### config.mk
export PLATFORM = sky130hd
export DESIGN_NAME = fso_framer_gen2_flat
export DESIGN_NICKNAME = d
export VERILOG_FILES = /design/src/rtl/fso_framer_gen2_pkg.sv /design/src/rtl/fso_framer_gen2_if.sv /design/src/rtl/fso_framer_gen2_skid_buf.sv /design/src/rtl/fso_framer_gen2.sv /design/src/flat_wrapper.sv
export SDC_FILE = /design/constraint.sdc
export NUM_CORES = 1
export LEC_CHECK = 0
export CAP_MARGIN = 30
export CORE_UTILIZATION = 55
export DETAILED_ROUTE_END_ITERATION = 8
export GPL_TIMING_DRIVEN = 0
export PLACE_DENSITY = 0.87
export SLEW_MARGIN = 5
export SYNTH_ARGS = -nofsm -noshare
export SYNTH_HDL_FRONTEND = slang
export SYNTH_HIERARCHICAL = 1
export SYNTH_SLANG_ARGS = --single-unit
### constraint.sdc
create_clock -name clk -period 7.4 [get_ports clk]
set_clock_uncertainty 0.05 [all_clocks]
set_input_delay 1.48 -clock clk [delete_from_list [all_inputs] [get_ports clk]]
set_output_delay 1.48 -clock clk [all_outputs]
set_load 0.01 [all_outputs]
### src/rtl/fso_framer_gen2_pkg.sv
// Shared types, constants and helper functions for the gen2 FSO TX framer.
// Holds the frame FSM encoding, skid entry layout, CRC-32 and scrambler steps.
package fso_framer_gen2_pkg;

  localparam int          WORD_W           = 32;
  localparam int          HDR_LEN_W        = 16;
  localparam int          HDR_IDX_W        = 8;
  localparam logic [127:0] PREAMBLE_DEFAULT = {32'hEB94_BDA3, 32'hF6AA_EE24, 64'h0};
  localparam logic [31:0] CRC_POLY         = 32'h04C1_1DB7;
  localparam logic [31:0] SCR_SEED         = 32'hFFFF_FFFF;

  typedef enum logic [2:0] {
    ST_IDLE,
    ST_PRE,
    ST_HDR0,
    ST_HDR1,
    ST_PAYLOAD,
    ST_CRC
  } state_t;

  typedef struct packed {
    logic              bs;
    logic [WORD_W-1:0] data;
  } skid_entry_t;

  // CRC-32 (poly 04C11DB7), MSB-first over the 32-bit word, no reflection.
  function automatic logic [31:0] crc32_word(input logic [31:0] crc, input logic [31:0] d);
    logic [31:0] c;
    c = crc;
    for (int i = 31; i >= 0; i--) begin
      if (c[31] ^ d[i]) c = {c[30:0], 1'b0} ^ CRC_POLY;
      else              c = {c[30:0], 1'b0};
    end
    return c;
  endfunction

  // Keystream advances 32 steps of x^32+x^22+x^2+x+1 per payload word.
  function automatic logic [31:0] scr_step(input logic [31:0] s);
    logic [31:0] x;
    x = s;
    for (int i = 0; i < 32; i++) x = {x[30:0], x[31] ^ x[21] ^ x[1] ^ x[0]};
    return x;
  endfunction

endpackage

### src/rtl/fso_framer_gen2_if.sv
// Payload, configuration and line-side signals of the gen2 framer.
// Handshakes: a beat transfers on a cycle where valid & ready are both 1; a source holds data stable while valid & !ready.
interface fso_framer_gen2_if;
  import fso_framer_gen2_pkg::*;

  logic [31:0] i_payload_data;
  logic        i_payload_valid;
  logic        i_payload_block_start;
  logic        o_payload_ready;
  logic [15:0] i_cfg_payload_len;
  logic        i_scrambler_en;
  logic        i_tx_ready;
  logic [31:0] o_tx_data;
  logic        o_tx_valid;
  logic        o_tx_sof;
  logic        o_tx_eof;
  logic [15:0] o_block_id;
  logic [15:0] o_frame_in_block;
  logic [15:0] o_frame_index;
  logic        o_underrun;
  logic        o_cfg_err;
  logic        o_align_err;
  state_t      dbg_state;

  modport master (
    output i_payload_data, i_payload_valid, i_payload_block_start,
           i_cfg_payload_len, i_scrambler_en, i_tx_ready,
    input  o_payload_ready, o_tx_data, o_tx_valid, o_tx_sof, o_tx_eof,
           o_block_id, o_frame_in_block, o_frame_index,
           o_underrun, o_cfg_err, o_align_err, dbg_state
  );

  modport slave (
    input  i_payload_data, i_payload_valid, i_payload_block_start,
           i_cfg_payload_len, i_scrambler_en, i_tx_ready,
    output o_payload_ready, o_tx_data, o_tx_valid, o_tx_sof, o_tx_eof,
           o_block_id, o_frame_in_block, o_frame_index,
           o_underrun, o_cfg_err, o_align_err, dbg_state
  );
endinterface

### src/rtl/fso_framer_gen2_skid_buf.sv
// Two-entry skid buffer: head is presented combinationally, ready is held low during reset.
module fso_skid_buf #(
  parameter int W = 33
) (
  input  logic         clk,
  input  logic         rst,
  input  logic [W-1:0] in_data,
  input  logic         in_valid,
  output logic         in_ready,
  output logic [W-1:0] out_data,
  output logic         out_valid,
  input  logic         pop
);

  logic [W-1:0] head_q;
  logic [W-1:0] tail_q;
  logic [1:0]   count_q;
  logic         push;
  logic         do_pop;

  assign in_ready  = !rst && (count_q != 2'd2);
  assign out_valid = (count_q != 2'd0);
  assign out_data  = head_q;
  assign push      = in_valid && in_ready;
  assign do_pop    = pop && out_valid;

  always_ff @(posedge clk) begin
    if (rst) begin
      count_q <= 2'd0;
    end else begin
      case ({push, do_pop})
        2'b10: begin
          if (count_q == 2'd0) head_q <= in_data;
          else                 tail_q <= in_data;
          count_q <= count_q + 2'd1;
        end
        2'b01: begin
          head_q  <= tail_q;
          count_q <= count_q - 2'd1;
        end
        2'b11: begin
          // Simultaneous push/pop keeps the occupancy; the new word lands behind what remains.
          if (count_q == 2'd1) begin
            head_q <= in_data;
          end else begin
            head_q <= tail_q;
            tail_q <= in_data;
          end
        end
        default: ;
      endcase
    end
  end

endmodule

### src/rtl/fso_framer_gen2.sv
// Gen2 FSO TX framer: PREAMBLE | HDR0 | HDR1 | PAYLOAD[len] | CRC32 per frame,
// with a 2-entry input skid, underrun padding and block/frame alignment tracking.
module fso_framer_gen2
  import fso_framer_gen2_pkg::*;
#(
  parameter int           PAYLOAD_MAX      = 16,
  parameter int           PREAMBLE_WORDS   = 2,
  parameter logic [127:0] PREAMBLE         = PREAMBLE_DEFAULT,
  parameter int           FRAMES_PER_BLOCK = 255,
  parameter int           PAD_TIMEOUT      = 8,
  parameter logic [31:0]  PAD_WORD         = 32'h0000_0000
) (
  input logic clk,
  input logic rst,
  fso_framer_gen2_if.slave bus
);

  localparam logic [15:0] PAY_MAX16 = 16'(PAYLOAD_MAX);
  localparam logic [1:0]  PRE_LAST  = 2'(PREAMBLE_WORDS - 1);
  localparam logic [15:0] FIB_LAST  = 16'(FRAMES_PER_BLOCK - 1);
  localparam bit          PAD_EN    = (PAD_TIMEOUT > 0);
  localparam logic [15:0] PAD_LAST  = 16'(PAD_EN ? PAD_TIMEOUT - 1 : 0);

  state_t       state_q, state_d;
  skid_entry_t  head;
  logic         skid_valid, skid_ready, skid_pop;
  logic [1:0]   pre_cnt_q;
  logic [15:0]  len_q, pay_cnt_q, empty_cnt_q;
  logic [15:0]  block_id_q, fib_q, frame_index_q, frame_index_out_q;
  logic         scram_q, blk_seeded_q, pad_q;
  logic [31:0]  crc_q, scr_q;
  logic         underrun_q, cfg_err_q, align_err_q;
  logic         tx_valid, tx_sof, tx_eof, fire;
  logic [31:0]  tx_data, pay_word;
  logic [127:0] pre_sh;

  fso_skid_buf #(.W($bits(skid_entry_t))) u_skid (
    .clk       (clk),
    .rst       (rst),
    .in_data   ({bus.i_payload_block_start, bus.i_payload_data}),
    .in_valid  (bus.i_payload_valid),
    .in_ready  (skid_ready),
    .out_data  (head),
    .out_valid (skid_valid),
    .pop       (skid_pop)
  );

  always_comb begin
    state_d  = state_q;
    tx_valid = 1'b0;
    tx_data  = '0;
    tx_sof   = 1'b0;
    tx_eof   = 1'b0;
    pay_word = pad_q ? PAD_WORD : head.data;
    pre_sh   = PREAMBLE << {pre_cnt_q, 5'd0};
    case (state_q)
      ST_PRE: begin
        tx_valid = 1'b1;
        tx_data  = pre_sh[127:96];
        tx_sof   = (pre_cnt_q == 2'd0);
      end
      ST_HDR0: begin
        tx_valid = 1'b1;
        tx_data  = {block_id_q, fib_q};
      end
      ST_HDR1: begin
        tx_valid = 1'b1;
        tx_data  = {len_q[HDR_LEN_W-1:0], 7'b0, scram_q, frame_index_q[HDR_IDX_W-1:0]};
      end
      ST_PAYLOAD: begin
        tx_valid = skid_valid || pad_q;
        tx_data  = scram_q ? (pay_word ^ scr_q) : pay_word;
      end
      ST_CRC: begin
        tx_valid = 1'b1;
        tx_data  = ~crc_q;
        tx_eof   = 1'b1;
      end
      default: ;
    endcase
    fire     = tx_valid && bus.i_tx_ready;
    skid_pop = fire && (state_q == ST_PAYLOAD) && !pad_q;
    case (state_q)
      ST_IDLE:    if (skid_valid) state_d = ST_PRE;
      ST_PRE:     if (fire && pre_cnt_q == PRE_LAST) state_d = ST_HDR0;
      ST_HDR0:    if (fire) state_d = ST_HDR1;
      ST_HDR1:    if (fire) state_d = ST_PAYLOAD;
      ST_PAYLOAD: if (fire && pay_cnt_q == len_q - 16'd1) state_d = ST_CRC;
      ST_CRC:     if (fire) state_d = ST_IDLE;
      default:    state_d = ST_IDLE;
    endcase
  end

  always_ff @(posedge clk) begin
    if (rst) begin
      state_q           <= ST_IDLE;
      pre_cnt_q         <= '0;
      len_q             <= '0;
      pay_cnt_q         <= '0;
      empty_cnt_q       <= '0;
      block_id_q        <= '0;
      fib_q             <= '0;
      frame_index_q     <= '0;
      frame_index_out_q <= '0;
      scram_q           <= 1'b0;
      blk_seeded_q      <= 1'b0;
      pad_q             <= 1'b0;
      crc_q             <= '0;
      scr_q             <= '0;
      underrun_q        <= 1'b0;
      cfg_err_q         <= 1'b0;
      align_err_q       <= 1'b0;
    end else begin
      state_q     <= state_d;
      underrun_q  <= 1'b0;
      cfg_err_q   <= 1'b0;
      align_err_q <= 1'b0;
      case (state_q)
        ST_IDLE: if (skid_valid) begin
          if (bus.i_cfg_payload_len == 16'd0 || bus.i_cfg_payload_len > PAY_MAX16) begin
            len_q     <= PAY_MAX16;
            cfg_err_q <= 1'b1;
          end else begin
            len_q <= bus.i_cfg_payload_len;
          end
          scram_q   <= bus.i_scrambler_en;
          pre_cnt_q <= '0;
          // The first block_start after reset defines block 0; later ones advance it.
          if (head.bs) begin
            fib_q <= '0;
            if (blk_seeded_q) begin
              block_id_q <= block_id_q + 16'd1;
            end else begin
              block_id_q   <= '0;
              blk_seeded_q <= 1'b1;
            end
          end
        end
        ST_PRE: if (fire) pre_cnt_q <= pre_cnt_q + 2'd1;
        ST_HDR1: if (fire) begin
          crc_q             <= '1;
          scr_q             <= SCR_SEED;
          frame_index_out_q <= frame_index_q;
          pay_cnt_q         <= '0;
          empty_cnt_q       <= '0;
          pad_q             <= 1'b0;
        end
        ST_PAYLOAD: begin
          if (fire) begin
            crc_q     <= crc32_word(crc_q, pay_word);
            pay_cnt_q <= pay_cnt_q + 16'd1;
            if (scram_q) scr_q <= scr_step(scr_q);
            if (!pad_q && head.bs && pay_cnt_q != 16'd0) align_err_q <= 1'b1;
          end
          if (PAD_EN && !pad_q && !skid_valid) begin
            if (empty_cnt_q == PAD_LAST) begin
              pad_q      <= 1'b1;
              underrun_q <= 1'b1;
            end
            empty_cnt_q <= empty_cnt_q + 16'd1;
          end else begin
            empty_cnt_q <= '0;
          end
        end
        ST_CRC: if (fire) begin
          frame_index_q <= frame_index_q + 16'd1;
          fib_q         <= (fib_q == FIB_LAST) ? 16'd0 : fib_q + 16'd1;
          pad_q         <= 1'b0;
        end
        default: ;
      endcase
    end
  end

  assign bus.o_payload_ready  = skid_ready;
  assign bus.o_tx_data        = tx_data;
  assign bus.o_tx_valid       = tx_valid;
  assign bus.o_tx_sof         = tx_sof;
  assign bus.o_tx_eof         = tx_eof;
  assign bus.o_block_id       = block_id_q;
  assign bus.o_frame_in_block = fib_q;
  assign bus.o_frame_index    = frame_index_out_q;
  assign bus.o_underrun       = underrun_q;
  assign bus.o_cfg_err        = cfg_err_q;
  assign bus.o_align_err      = align_err_q;
  assign bus.dbg_state        = state_q;

endmodule

### src/flat_wrapper.sv
// flat-port wrapper written by rule: the top's interface ports become plain ports
module fso_framer_gen2_flat import fso_framer_gen2_pkg::*;
#(
  parameter int           PAYLOAD_MAX      = 16,
  parameter int           PREAMBLE_WORDS   = 2,
  parameter logic [127:0] PREAMBLE         = PREAMBLE_DEFAULT,
  parameter int           FRAMES_PER_BLOCK = 255,
  parameter int           PAD_TIMEOUT      = 8,
  parameter logic [31:0]  PAD_WORD         = 32'h0000_0000
)
  (clk, rst, bus_i_payload_data, bus_i_payload_valid, bus_i_payload_block_start, bus_i_cfg_payload_len, bus_i_scrambler_en, bus_i_tx_ready, bus_o_payload_ready, bus_o_tx_data, bus_o_tx_valid, bus_o_tx_sof, bus_o_tx_eof, bus_o_block_id, bus_o_frame_in_block, bus_o_frame_index, bus_o_underrun, bus_o_cfg_err, bus_o_align_err, bus_dbg_state);
  fso_framer_gen2_if bus_i ();
  input logic clk;
  input logic rst;
  input wire logic [$bits(bus_i.i_payload_data)-1:0] bus_i_payload_data;
  input wire logic [$bits(bus_i.i_payload_valid)-1:0] bus_i_payload_valid;
  input wire logic [$bits(bus_i.i_payload_block_start)-1:0] bus_i_payload_block_start;
  input wire logic [$bits(bus_i.i_cfg_payload_len)-1:0] bus_i_cfg_payload_len;
  input wire logic [$bits(bus_i.i_scrambler_en)-1:0] bus_i_scrambler_en;
  input wire logic [$bits(bus_i.i_tx_ready)-1:0] bus_i_tx_ready;
  output wire logic [$bits(bus_i.o_payload_ready)-1:0] bus_o_payload_ready;
  output wire logic [$bits(bus_i.o_tx_data)-1:0] bus_o_tx_data;
  output wire logic [$bits(bus_i.o_tx_valid)-1:0] bus_o_tx_valid;
  output wire logic [$bits(bus_i.o_tx_sof)-1:0] bus_o_tx_sof;
  output wire logic [$bits(bus_i.o_tx_eof)-1:0] bus_o_tx_eof;
  output wire logic [$bits(bus_i.o_block_id)-1:0] bus_o_block_id;
  output wire logic [$bits(bus_i.o_frame_in_block)-1:0] bus_o_frame_in_block;
  output wire logic [$bits(bus_i.o_frame_index)-1:0] bus_o_frame_index;
  output wire logic [$bits(bus_i.o_underrun)-1:0] bus_o_underrun;
  output wire logic [$bits(bus_i.o_cfg_err)-1:0] bus_o_cfg_err;
  output wire logic [$bits(bus_i.o_align_err)-1:0] bus_o_align_err;
  output wire logic [$bits(bus_i.dbg_state)-1:0] bus_dbg_state;
  assign bus_i.i_payload_data = bus_i_payload_data;
  assign bus_i.i_payload_valid = bus_i_payload_valid;
  assign bus_i.i_payload_block_start = bus_i_payload_block_start;
  assign bus_i.i_cfg_payload_len = bus_i_cfg_payload_len;
  assign bus_i.i_scrambler_en = bus_i_scrambler_en;
  assign bus_i.i_tx_ready = bus_i_tx_ready;
  assign bus_o_payload_ready = bus_i.o_payload_ready;
  assign bus_o_tx_data = bus_i.o_tx_data;
  assign bus_o_tx_valid = bus_i.o_tx_valid;
  assign bus_o_tx_sof = bus_i.o_tx_sof;
  assign bus_o_tx_eof = bus_i.o_tx_eof;
  assign bus_o_block_id = bus_i.o_block_id;
  assign bus_o_frame_in_block = bus_i.o_frame_in_block;
  assign bus_o_frame_index = bus_i.o_frame_index;
  assign bus_o_underrun = bus_i.o_underrun;
  assign bus_o_cfg_err = bus_i.o_cfg_err;
  assign bus_o_align_err = bus_i.o_align_err;
  assign bus_dbg_state = bus_i.dbg_state;
  fso_framer_gen2 #(.PAYLOAD_MAX(PAYLOAD_MAX), .PREAMBLE_WORDS(PREAMBLE_WORDS), .PREAMBLE(PREAMBLE), .FRAMES_PER_BLOCK(FRAMES_PER_BLOCK), .PAD_TIMEOUT(PAD_TIMEOUT), .PAD_WORD(PAD_WORD)) u_core (.clk(clk), .rst(rst), .bus(bus_i));
endmodule
==> results of run 1 <==
-- routing by layer --
metal  up-vias  wire length, µm  GRT usage (%)  share of wire, %
li1       6684                -              -                 -
met1      7004            20700           42.8                40
met2       833            23400           51.5                45
met3       152             5580           6.67                11
met4         0             2410           14.0               4.6
met5         -                0              0                 0
-- flip-flops by register name, indices dropped and copies added (netlist names) --
register / flops
u_core/blk_seeded_q: 1
u_core/u_skid/count_q: 2
u_core/pre_cnt_q: 2
u_core/scr_q: 32
u_core/pad_q: 1
u_core/bus.o_cfg_err: 1
u_core/frame_index_q: 16
u_core/empty_cnt_q: 16
u_core/bus.o_block_id: 16
u_core/bus.dbg_state: 3
u_core/scram_q: 1
u_core/bus.o_align_err: 1
u_core/bus.o_underrun: 1
u_core/bus.o_frame_index: 16
u_core/len_q: 16
u_core/u_skid/out_data: 33
u_core/pay_cnt_q: 16
u_core/u_skid/tail_q: 33
u_core/bus.o_frame_in_block: 16
u_core/crc_q: 32
-- worst paths after layout --
| path | startpoint | end | depth (start not counted) |
|---|---|---|---|
| worst min register to register | u_core/bus.o_frame_index[10]$_SDFFE_PP0P_ | u_core/bus.o_frame_index[10]$_SDFFE_PP0P_ | 2 |
| worst max-delay path | u_core/bus.dbg_state[2]$_SDFFE_PP0P_ | bus_o_tx_data[22] | 7 |
| worst max register to register | u_core/pad_q$_SDFFE_PP0P_ | u_core/scr_q[27]$_SDFFE_PP0P_ | 13 |
| worst min-delay path | u_core/bus.o_frame_index[10]$_SDFFE_PP0P_ | u_core/bus.o_frame_index[10]$_SDFFE_PP0P_ | 2 |
-- power groups by stage --
| stage | registers [µW] | logic (µW) | clock network (µW) |
|---|---|---|---|
| final | 1510 | 10300 | 1280 |
| after global routing | 1510 | 10700 | 1340 |
| after CTS | 1510 | 10200 | 1280 |
| after detailed placement | 1530 | 10100 | 0 |
| after global placement | 1530 | 10100 | 0 |
| after floorplan | 1520 | 8010 | 0 |
-- cells by family (layout without fill, tap and decap cells) --
kind of cell | Yosys count | in the layout | share of synthesized area (%)
flip-flops | 255 | 255 | 33.7
XOR/XNOR | 479 | 479 | 32.3
buffers and inverters | 140 | 333 | 3.46
adder cells (fa/ha/maj) | 17 | 17 | 1.24
AO/OA/AOI/OAI | 341 | 341 | 13.3
AND/OR/NAND/NOR | 583 | 583 | 15.6
multiplexers | 8 | 8 | 0.468
-- worst max-delay path, cell delays in order (launching register included) --
cell and delay [ps]:
sky130_fd_sc_hd__dfxtp_1 370, sky130_fd_sc_hd__clkbuf_1 350, sky130_fd_sc_hd__clkinv_1 340, sky130_fd_sc_hd__nor3_1 820, sky130_fd_sc_hd__clkbuf_1 590, sky130_fd_sc_hd__a32oi_1 110, sky130_fd_sc_hd__o21ai_0 240, sky130_fd_sc_hd__clkdlybuf4s50_1 630
-- stage by stage --
| step | hold slack, ps | cells | cell area, µm² |
|---|---|---|---|
| floorplan | 387 | 1823 | 17100 |
| global placement | 396 | 2361 | 19000 |
| detailed placement | 401 | 2366 | 19100 |
| CTS | 411 | 2412 | 19900 |
| global route | 426 | 2412 | 19900 |
| finish | 408 | 2412 | 19900 |
-- area by class of cell --
cell class	count	area (µm²)	share of cell area, %
multi-input cells	1428	10800	54.1
flip-flops and latches	255	5770	28.9
repair buffers	147	1470	7.39
clock buffers	37	753	3.78
plain buffers	118	509	2.55
well taps	396	495	2.49
inverters	22	82.6	0.414
clock inverters	9	72.6	0.364
-- placed cells by master, fill, tap and decap left out, types with 27 or more instances in the layout --
master / n
sky130_fd_sc_hd__clkdlybuf4s50_1: 142
sky130_fd_sc_hd__xnor3_1: 60
sky130_fd_sc_hd__nand2_1: 198
sky130_fd_sc_hd__o21ai_0: 68
sky130_fd_sc_hd__nor3_1: 31
sky130_fd_sc_hd__a22oi_1: 36
sky130_fd_sc_hd__and3_1: 31
sky130_fd_sc_hd__a21oi_1: 81
sky130_fd_sc_hd__a22o_1: 33
sky130_fd_sc_hd__nor2b_1: 29
sky130_fd_sc_hd__o22ai_1: 27
sky130_fd_sc_hd__a211oi_1: 38
sky130_fd_sc_hd__nor2_1: 174
sky130_fd_sc_hd__xnor2_1: 267
sky130_fd_sc_hd__clkbuf_1: 97
sky130_fd_sc_hd__nand3_1: 35
sky130_fd_sc_hd__dfxtp_1: 189
sky130_fd_sc_hd__clkbuf_16: 27
sky130_fd_sc_hd__edfxtp_1: 66
sky130_fd_sc_hd__xor2_1: 109
==> results.env, run 1 <==
IOS=144
GRT_FIRST_PASS_WIRELENGTH_MM=78.1
DESIGN.FINAL.NETS=2069
START_UTIL_PCT=56.0
CLOCK_LATENCY_PS=540
WORST_IR_DROP_ON_VDD_V=0.00113
SWITCHINGPOWER_uW=5410
SYN_NETS=1894
CTS_TREE='yes'
YS_ASYNC_SR_FRACTION_PCT=0
POWER_LEAKAGE_uW=0.00739
P_INT_uW=7680
TOP_REG_CELL_SYNTH='sky130_fd_sc_hd__dfxtp_1'
CRIT_PATH_MAX_FANOUT=10
TIMING.MAX_CAP.VIOLATIONS=0
TIMING_HOLD_VIOLATIONS_FINAL=0
SYN2LAYOUT_AREA_GROWTH_PCT=16.4
ROUTE.ANTENNA.REMAINING_NETS=0
WORST-R2R-SETUP-SLACK_PS=2700
POSTLAYOUTSETUPSLACKWORST_PS=1890
FP.COREAREA_UM2=30600
SYNTHDOMINANTCELLAREASHARE_PCT=22.1
SETUP_VIOL=0
TIMING.CRITICAL_PATH.REQUIRED_PS=5870
SYNTH_TOP_CELLS_BY_AREA='sky130_fd_sc_hd__dfxtp_1 (22%), sky130_fd_sc_hd__xnor2_1 (14%), sky130_fd_sc_hd__edfxtp_1 (12%), sky130_fd_sc_hd__xnor3_1 (7.9%), sky130_fd_sc_hd__xor2_1 (5.6%)'
GRT_SETUP_UNREPAIRED='no'
PLACEMENTROWS=64
POSTCTSRESIZEDCELLS=0
NETLIST_TOP_CELLS_COUNT='sky130_fd_sc_hd__xnor2_1 (267), sky130_fd_sc_hd__nand2_1 (198), sky130_fd_sc_hd__dfxtp_1 (189)'
GLOBAL_ROUTE.USAGE.TOTAL_PCT=32.5
CLOCK.FMAX_MHz=181
SETUP-TNS-FINAL_PS=0
LAYOUT_MIN_CYCLE_TIME_PS=5510
POSTLAYOUTCOREUTIL_PCT=65.2
CRITPATHCAPTURETYPE='output pin'
GRT_OVERFLOW=0
FIRSTDRTPASSITERS=5
ROUTE.FINAL.WIRE_LENGTH_MM=52.0
SYN_AREA_UM2=17100
DIEWIDTH_UM=178
YOSYSSEQAREASHARE_PCT=33.7
HTREE_NUM_LEVELS=1
N_FILL_CELL=2437
POST_CTS.REPAIR.SETUP_BUFFERS=0
POWER.DENSITY_nW_PER_UM2=657
POST_SYNTH_EDFFS=66
DR_TOTAL_VIAS=14700
STARTPOINT_TYPE='flop'
PWR-SHARE-SEQ_PCT=11.5
TIMING.SLEW.HEADROOM_PCT=34.9
YS.WARNINGS.COUNT=6
VIA_PER_INST=6.08
AVGSYNTHCELLAREA_UM2=9.39
POWER.SHARE.CLOCK_PCT=9.7
POST_SYNTHESIS_SEQUENTIAL_ELEMENT_COUNT=255
NETLIST.TOP_CELL.BY_AREA='sky130_fd_sc_hd__dfxtp_1'
FINAL_MAX_SLEW_VIOL_COUNT=0
DP_SLACK_PS=2640
FIRST_GLOBAL_VIAS=13800
BUFFER_PORTS.INSERTED=142
NUMCTSBUFFERS=26
MIN-DELAY-PATH-CLASS='reg2reg'
CTS-ROOT-BUF='sky130_fd_sc_hd__clkbuf_16'
DRT_DRC_VIOLATIONS_LEFT=0
FINAL_PERIOD_UTILIZATION_PCT=74.5
WORST_SLEW_PIN_SLEW_PS=969
INITIAL_ANTENNA_VIOLATION_COUNT=0
CRIT_ARRIVAL_PS=3980
DIE-AREA_UM2=31800
ANTENNA_CELLS_INSERTED=0
YOSYS.CELL_COUNT.TOP_TYPE='sky130_fd_sc_hd__xnor2_1'
GP_CONGESTION=1.04
POST_SYNTHESIS_CELL_COUNT=1823
ROUTEDWLPERCELL_UM=21.6
OUTCOME='finished, final reports clean'
SWSHARE_PCT=41.4
PLACE.DETAILED.HPWL_MM=41.0
DRIVE_GT1_SHARE_PCT=6.55
WORST-SETUP-PATH-TYPE='reg2out'
REPORT.POWER.TOTAL_uW=13100
POWER.SHARE.COMBINATIONAL_PCT=78.7
SYNTHDISTINCTLIBCELLS=66
MAX-CLOCK-PATH-BUFFERS=3
CLK_TRANSITION_REPORTED_PATHS_PS=60
CTS_NUM_SINKS=255
POST_CTS_HOLD_FIX_BUFS=0
DRTITER0DRC=1600
GRT_MAX_DEGREE=21
FLOORPLAN.DIE.HEIGHT_UM=178
No activity file was read; power rests on OpenSTA's default activity.
==> inputs of run 2 (changes only) <==
- CORE_UTILIZATION: 55 -> 54
- PLACE_DENSITY: 0.87 -> 0.89
- clock period: 7.4 -> 4.92 ns (I/O delays scaled with it)
==> run 2 against run 1 <==
  * Via count increased by 0.27%
  * Clock-buffer cell count rose by 1
  * First-iteration DRC count rose by 23%
  * Non-clock buffer count decreased by 2
  * Power up 50%
  * Cell count up 0.17%
  * Critical path type unchanged
  * Highest routed layer unchanged
==> results.env, run 2 (synthesis gave the netlist of run 1 again) <==
ROUTE.ANTENNA.REMAINING_NETS=0
DRIVE_GT1_SHARE_PCT=7.03
MOST-COMMON-LAYOUT-CELLS='sky130_fd_sc_hd__xnor2_1 (267), sky130_fd_sc_hd__nand2_1 (198), sky130_fd_sc_hd__dfxtp_1 (189), sky130_fd_sc_hd__nor2_1 (174), sky130_fd_sc_hd__clkdlybuf4s50_1 (142)'
IOS=144
TIMING.MAX_CAP.VIOLATIONS=0
PLACEMENT.CELL_AREA_UM2=19100
CRIT_PATH_MAX_FANOUT=10
GLOBAL_ROUTE.USAGE.TOTAL_PCT=32.3
GRT_OVERFLOW=0
GRT_SETUP_UNREPAIRED='no'
CLOCK.FMAX_MHz=205
FINAL_MAX_SLEW_VIOL_COUNT=0
POWER_LEAKAGE_uW=0.00745
DIEWIDTH_UM=180
LAYOUT.CELL_AREA.NON_FILLER_UM2=20000
SYN2LAYOUT_AREA_GROWTH_PCT=17.0
FINAL_PERIOD_UTILIZATION_PCT=99.2
PLACE.DETAILED.HPWL_MM=41.2
REPORT.POWER.TOTAL_uW=19600
TIMING.SLEW.HEADROOM_PCT=41.4
GRT_MAX_DEGREE=21
CRITPATHCAPTURETYPE='output pin'
ROUTE.FINAL.WIRE_LENGTH_MM=52.9
DIE-AREA_UM2=32400
WORST_SLEW_PIN_SLEW_PS=879
TIMING_HOLD_VIOLATIONS_FINAL=0
VIA_PER_INST=6.09
ROUTEDWLPERCELL_UM=21.9
WORST_IR_DROP_ON_VDD_V=0.00143
CLOCK_LATENCY_PS=550
CTS_TREE='yes'
WORST-SETUP-PATH-TYPE='reg2out'
GP_CONGESTION=1.01
ANTENNA_CELLS_INSERTED=0
NUMCTSBUFFERS=28
LAYOUT.CELLS.MOST_COMMON='sky130_fd_sc_hd__xnor2_1'
CRIT_ARRIVAL_PS=3840
FIRSTDRTPASSITERS=6
GRT_FIRST_PASS_WIRELENGTH_MM=81.3
HTREE_NUM_LEVELS=1
MAX-CLOCK-PATH-BUFFERS=3
POST_CTS_HOLD_FIX_BUFS=0
CLK_TRANSITION_REPORTED_PATHS_PS=60
LAYOUT_MIN_CYCLE_TIME_PS=4880
FIRST_GLOBAL_VIAS=14100
N_FILL_CELL=2430
STARTPOINT_TYPE='flop'
CTS_NUM_SINKS=255
DESIGN.FINAL.NETS=2069
DRT_DRC_VIOLATIONS_LEFT=0
FLOORPLAN.DIE.HEIGHT_UM=180
PLACEMENTROWS=64
START_UTIL_PCT=55.4
FINALNONFILLERCELLS=2416
DRTITER0DRC=1968
TIMING.CRITICAL_PATH.REQUIRED_PS=3890
MIN-DELAY-PATH-CLASS='reg2reg'
FP.COREAREA_UM2=30900
INITIAL_ANTENNA_VIOLATION_COUNT=0
BUFFER_PORTS.INSERTED=142
POWER.DENSITY_nW_PER_UM2=977
SETUP_VIOL=0
OUTCOME='finished, final reports clean'
DP_CELLS=2363
CTS-ROOT-BUF='sky130_fd_sc_hd__clkbuf_16'
DR_TOTAL_VIAS=14700
[run 2: cell count changes in the layout (fill, tap and decap cells not counted), moves of 2 or more]
cell / delta
sky130_fd_sc_hd__inv_4: +2
sky130_fd_sc_hd__clkinv_4: +3
sky130_fd_sc_hd__clkbuf_16: +2
sky130_fd_sc_hd__clkinv_1: -2
sky130_fd_sc_hd__buf_4: -2
sky130_fd_sc_hd__clkbuf_1: -3
[run 2: worst paths after layout]
path | startpoint | end | slack [ps] | cells past startpoint
min | u_core/bus.o_frame_index[8]$_SDFFE_PP0P_ | u_core/bus.o_frame_index[8]$_SDFFE_PP0P_ | 410 | 2
min reg2reg | u_core/bus.o_frame_index[8]$_SDFFE_PP0P_ | u_core/bus.o_frame_index[8]$_SDFFE_PP0P_ | 410 | 2
max | u_core/bus.dbg_state[2]$_SDFFE_PP0P_ | bus_o_tx_data[22] | 40 | 7
max reg2reg | u_core/pad_q$_SDFFE_PP0P_ | u_core/u_skid/tail_q[31]$_DFFE_PP_ | 270 | 14
[run 2: stage by stage]
step / setup TNS (ps) / setup WS [ps] / utilization, % / hold slack, ps
floorplan: 0 / 763 / - / 387
global placement: -33090 / -580 / 61.6 / 396
detailed placement: 0 / 311 / 61.8 / 400
CTS: 0 / 91.9 / 64.8 / 408
global route: 0 / 5.40 / 64.8 / 427
finish: 0 / 41.7 / 64.8 / 407
[run 2: final cells by class]
type                    count  area (µm²)  share of cell area (%)
multi-input cells        1428       10800                    53.9
flip-flops and latches    255        5770                    28.8
repair buffers            145        1460                    7.28
clock buffers              38         810                    4.04
plain buffers             118         510                    2.55
well taps                 396         495                    2.47
clock inverters            14         124                   0.618
inverters                  22        82.6                   0.412
[run 2: what timing repair did]
action,CTS,global route
cloned,0,0
setup buffers,0,0
endpoints found under the setup margin,1,4
gates resized for setup,1,2
endpoints found under the hold margin,0,0
pin swaps,0,0
[run 2: per-layer routing]
layer  wire, µm  up-vias  global-route usage, %
li1           -     6683                      -
met1      20700     6981                   41.9
met2      23800      887                   51.6
met3       5840      162                   6.97
met4       2580        0                   14.9
met5          0        -                      0
[run 2: where the power goes]
group          internal [µW]  switching [µW]  total, µW
clock                   1220             876       2090
combinational           8150            7080      15200
sequential              2210            60.7       2270
[run 2: critical path, stage by stage (launching register included)]
cell and delay, ps:
sky130_fd_sc_hd__dfxtp_1 370, sky130_fd_sc_hd__clkbuf_1 380, sky130_fd_sc_hd__clkinv_1 350, sky130_fd_sc_hd__nor3_2 500, sky130_fd_sc_hd__clkbuf_1 710, sky130_fd_sc_hd__a32oi_1 110, sky130_fd_sc_hd__o21ai_0 230, sky130_fd_sc_hd__clkdlybuf4s50_1 630
==> inputs of run 3 (changes only) <==
- CAP_MARGIN: 30 -> unset
- CORE_UTILIZATION: 54 -> 55
- PLACE_DENSITY: 0.89 -> 0.87
- clock period: 4.92 -> 4.9 ns (I/O delays scaled with it)
==> run 3 against run 2 <==
  * Setup slack gained 29 ps
  * Final area shrank 0.34%
  * Power grew 0.42%
  * First-iteration DRC count grew 3.4%
  * Critical path type unchanged
  * Largest power group unchanged
==> results.env, run 3 (synthesis gave the netlist of run 1 again) <==
CLOCK.FMAX_MHz=207
NUMCTSBUFFERS=27
TIMING_HOLD_VIOLATIONS_FINAL=0
FP.COREAREA_UM2=30600
CRIT_ARRIVAL_PS=3800
CTS_TREE='yes'
TIMING.CRITICAL_PATH.REQUIRED_PS=3870
CLOCK_LATENCY_PS=550
GP_CONGESTION=1.00
GRT_OVERFLOW=0
FIRST_GLOBAL_VIAS=13900
STARTPOINT_TYPE='flop'
WORST-SETUP-PATH-TYPE='reg2out'
DIEWIDTH_UM=178
MIN-DELAY-PATH-CLASS='reg2reg'
CRIT_PATH_FREQUENT_CELL='sky130_fd_sc_hd__clkbuf_1'
WORST_HOLD_PATH.NUM_CELLS=2
LAYOUT.CELL_AREA.NON_FILLER_UM2=20000
WORST_SLEW_PIN_SLEW_PS=946
PLACEMENTROWS=64
DR_TOTAL_VIAS=14600
LAYOUT.CELLS.MOST_COMMON='sky130_fd_sc_hd__xnor2_1'
VIA_PER_INST=6.07
INITIAL_ANTENNA_VIOLATION_COUNT=2
DP_CELLS=2364
DESIGN.FINAL.NETS=2068
ROUTE.FINAL.WIRE_LENGTH_MM=53.2
FINAL_PERIOD_UTILIZATION_PCT=98.6
CRITPATHCAPTURETYPE='output pin'
HTREE_NUM_LEVELS=1
POST_CTS.REPAIR.SETUP_BUFFERS=0
ROUTEDWLPERCELL_UM=22.0
ROUTE.ANTENNA.REMAINING_NETS=0
POSTCTSRESIZEDCELLS=1
FIRSTDRTPASSITERS=6
MAX-CLOCK-PATH-BUFFERS=3
FINALNONFILLERCELLS=2413
CRIT_PATH_MAX_FANOUT=10
CTS_NUM_SINKS=255
POST_CTS_HOLD_FIX_BUFS=0
CTS-ROOT-BUF='sky130_fd_sc_hd__clkbuf_16'
WORST_R2R_PATH_DEPTH=12
N_FILL_CELL=2465
TIMING.SLEW.HEADROOM_PCT=36.7
CPPEAKSTAGEDELAY_PS=640
SETUP_VIOL=0
FLOORPLAN.DIE.HEIGHT_UM=178
POSTLAYOUTCOREUTIL_PCT=65.3
TIMING.CRITICAL_PATH.SLOWEST_STAGE_CELL='sky130_fd_sc_hd__clkdlybuf4s50_1'
DRT_DRC_VIOLATIONS_LEFT=0
POWER.DENSITY_nW_PER_UM2=985
OUTCOME='finished, final reports clean'
POWER_LEAKAGE_uW=0.00741
DRIVE_GT1_SHARE_PCT=6.80
PLACEMENT.CELL_AREA_UM2=19100
GRT_MAX_DEGREE=21
WORST_IR_DROP_ON_VDD_V=0.00160
SYN2LAYOUT_AREA_GROWTH_PCT=16.6
GRT_FIRST_PASS_WIRELENGTH_MM=80.6
TIMING.MAX_CAP.VIOLATIONS=0
LAYOUT_MIN_CYCLE_TIME_PS=4830
CLK_TRANSITION_REPORTED_PATHS_PS=60
DRTITER0DRC=2034
START_UTIL_PCT=56.0
FINAL_MAX_SLEW_VIOL_COUNT=0
REPORT.POWER.TOTAL_uW=19700
GLOBAL_ROUTE.USAGE.TOTAL_PCT=33.5
MOST-COMMON-LAYOUT-CELLS='sky130_fd_sc_hd__xnor2_1 (267), sky130_fd_sc_hd__nand2_1 (198), sky130_fd_sc_hd__dfxtp_1 (189), sky130_fd_sc_hd__nor2_1 (174), sky130_fd_sc_hd__clkdlybuf4s50_1 (142)'
PLACE.DETAILED.HPWL_MM=41.6
DIE-AREA_UM2=31800
GRT_SETUP_UNREPAIRED='no'
IOS=144
BUFFER_PORTS.INSERTED=142
CRIT_CHAIN='clkbuf_1 > clkinv_1 > nor3_2 > clkbuf_1 > a32oi_1 > o21ai_0 > clkdlybuf4s50_1'
[run 3: layer usage]
| metal | part of all wire (%) | vias up | routed length [µm] | track usage (%) |
|---|---|---|---|---|
| li1 | - | 6661 | - | - |
| met1 | 40 | 6950 | 21200 | 44.7 |
| met2 | 46 | 875 | 24200 | 53.4 |
| met3 | 10 | 157 | 5430 | 5.73 |
| met4 | 4.3 | 2 | 2310 | 14.3 |
| met5 | 0.019 | - | 10 | 0 |
[run 3: through the flow]
stage               setup TNS, ps  hold slack [ps]  worst slack [ps]
floorplan                       0              387               743
global placement           -34960              398              -627
detailed placement              0              398               348
CTS                             0              408              89.3
global route                    0              439              16.6
finish                          0              408              70.5
[run 3: worst max-delay path, delay by kind of cell (launching register included)]
family / cells / cell delay [ps]
DFF: 1 / 360
AOI/OAI and AO/OA: 2 / 350
buffers and inverters: 4 / 1990
and+or+nand+nor: 1 / 540
[run 3: worst paths after layout]
| path | slack, ps | to | from |
|---|---|---|---|
| setup / recovery | 70 | bus_o_tx_data[22] | u_core/bus.dbg_state[2]$_SDFFE_PP0P_ |
| hold reg to reg | 410 | u_core/bus.o_frame_index[8]$_SDFFE_PP0P_ | u_core/bus.o_frame_index[8]$_SDFFE_PP0P_ |
| hold / removal | 410 | u_core/bus.o_frame_index[8]$_SDFFE_PP0P_ | u_core/bus.o_frame_index[8]$_SDFFE_PP0P_ |
| setup reg to reg | 270 | u_core/crc_q[12]$_SDFFE_PP0P_ | u_core/pad_q$_SDFFE_PP0P_ |
[run 3: area by class of cell]
type / instances / area (µm²) / share of cell area (%)
Clock buffer: 34 / 743 / 3.72
Antenna cell: 1 / 2.50 / 0.0125
Multi-Input combinational cell: 1428 / 10800 / 54.0
Timing Repair Buffer: 145 / 1460 / 7.32
Inverter: 22 / 82.6 / 0.413
Sequential cell: 255 / 5770 / 28.9
Buffer: 118 / 510 / 2.56
Clock inverter: 14 / 116 / 0.583
Tap cell: 396 / 495 / 2.48
[run 3: where the power goes]
| group | internal [µW] | leakage, µW | switching [µW] | total [µW] |
|---|---|---|---|---|
| registers | 2220 | 0.00212 | 61.9 | 2280 |
| clock network | 1130 | 0.000413 | 856 | 1990 |
| logic | 8210 | 0.00487 | 7200 | 15400 |
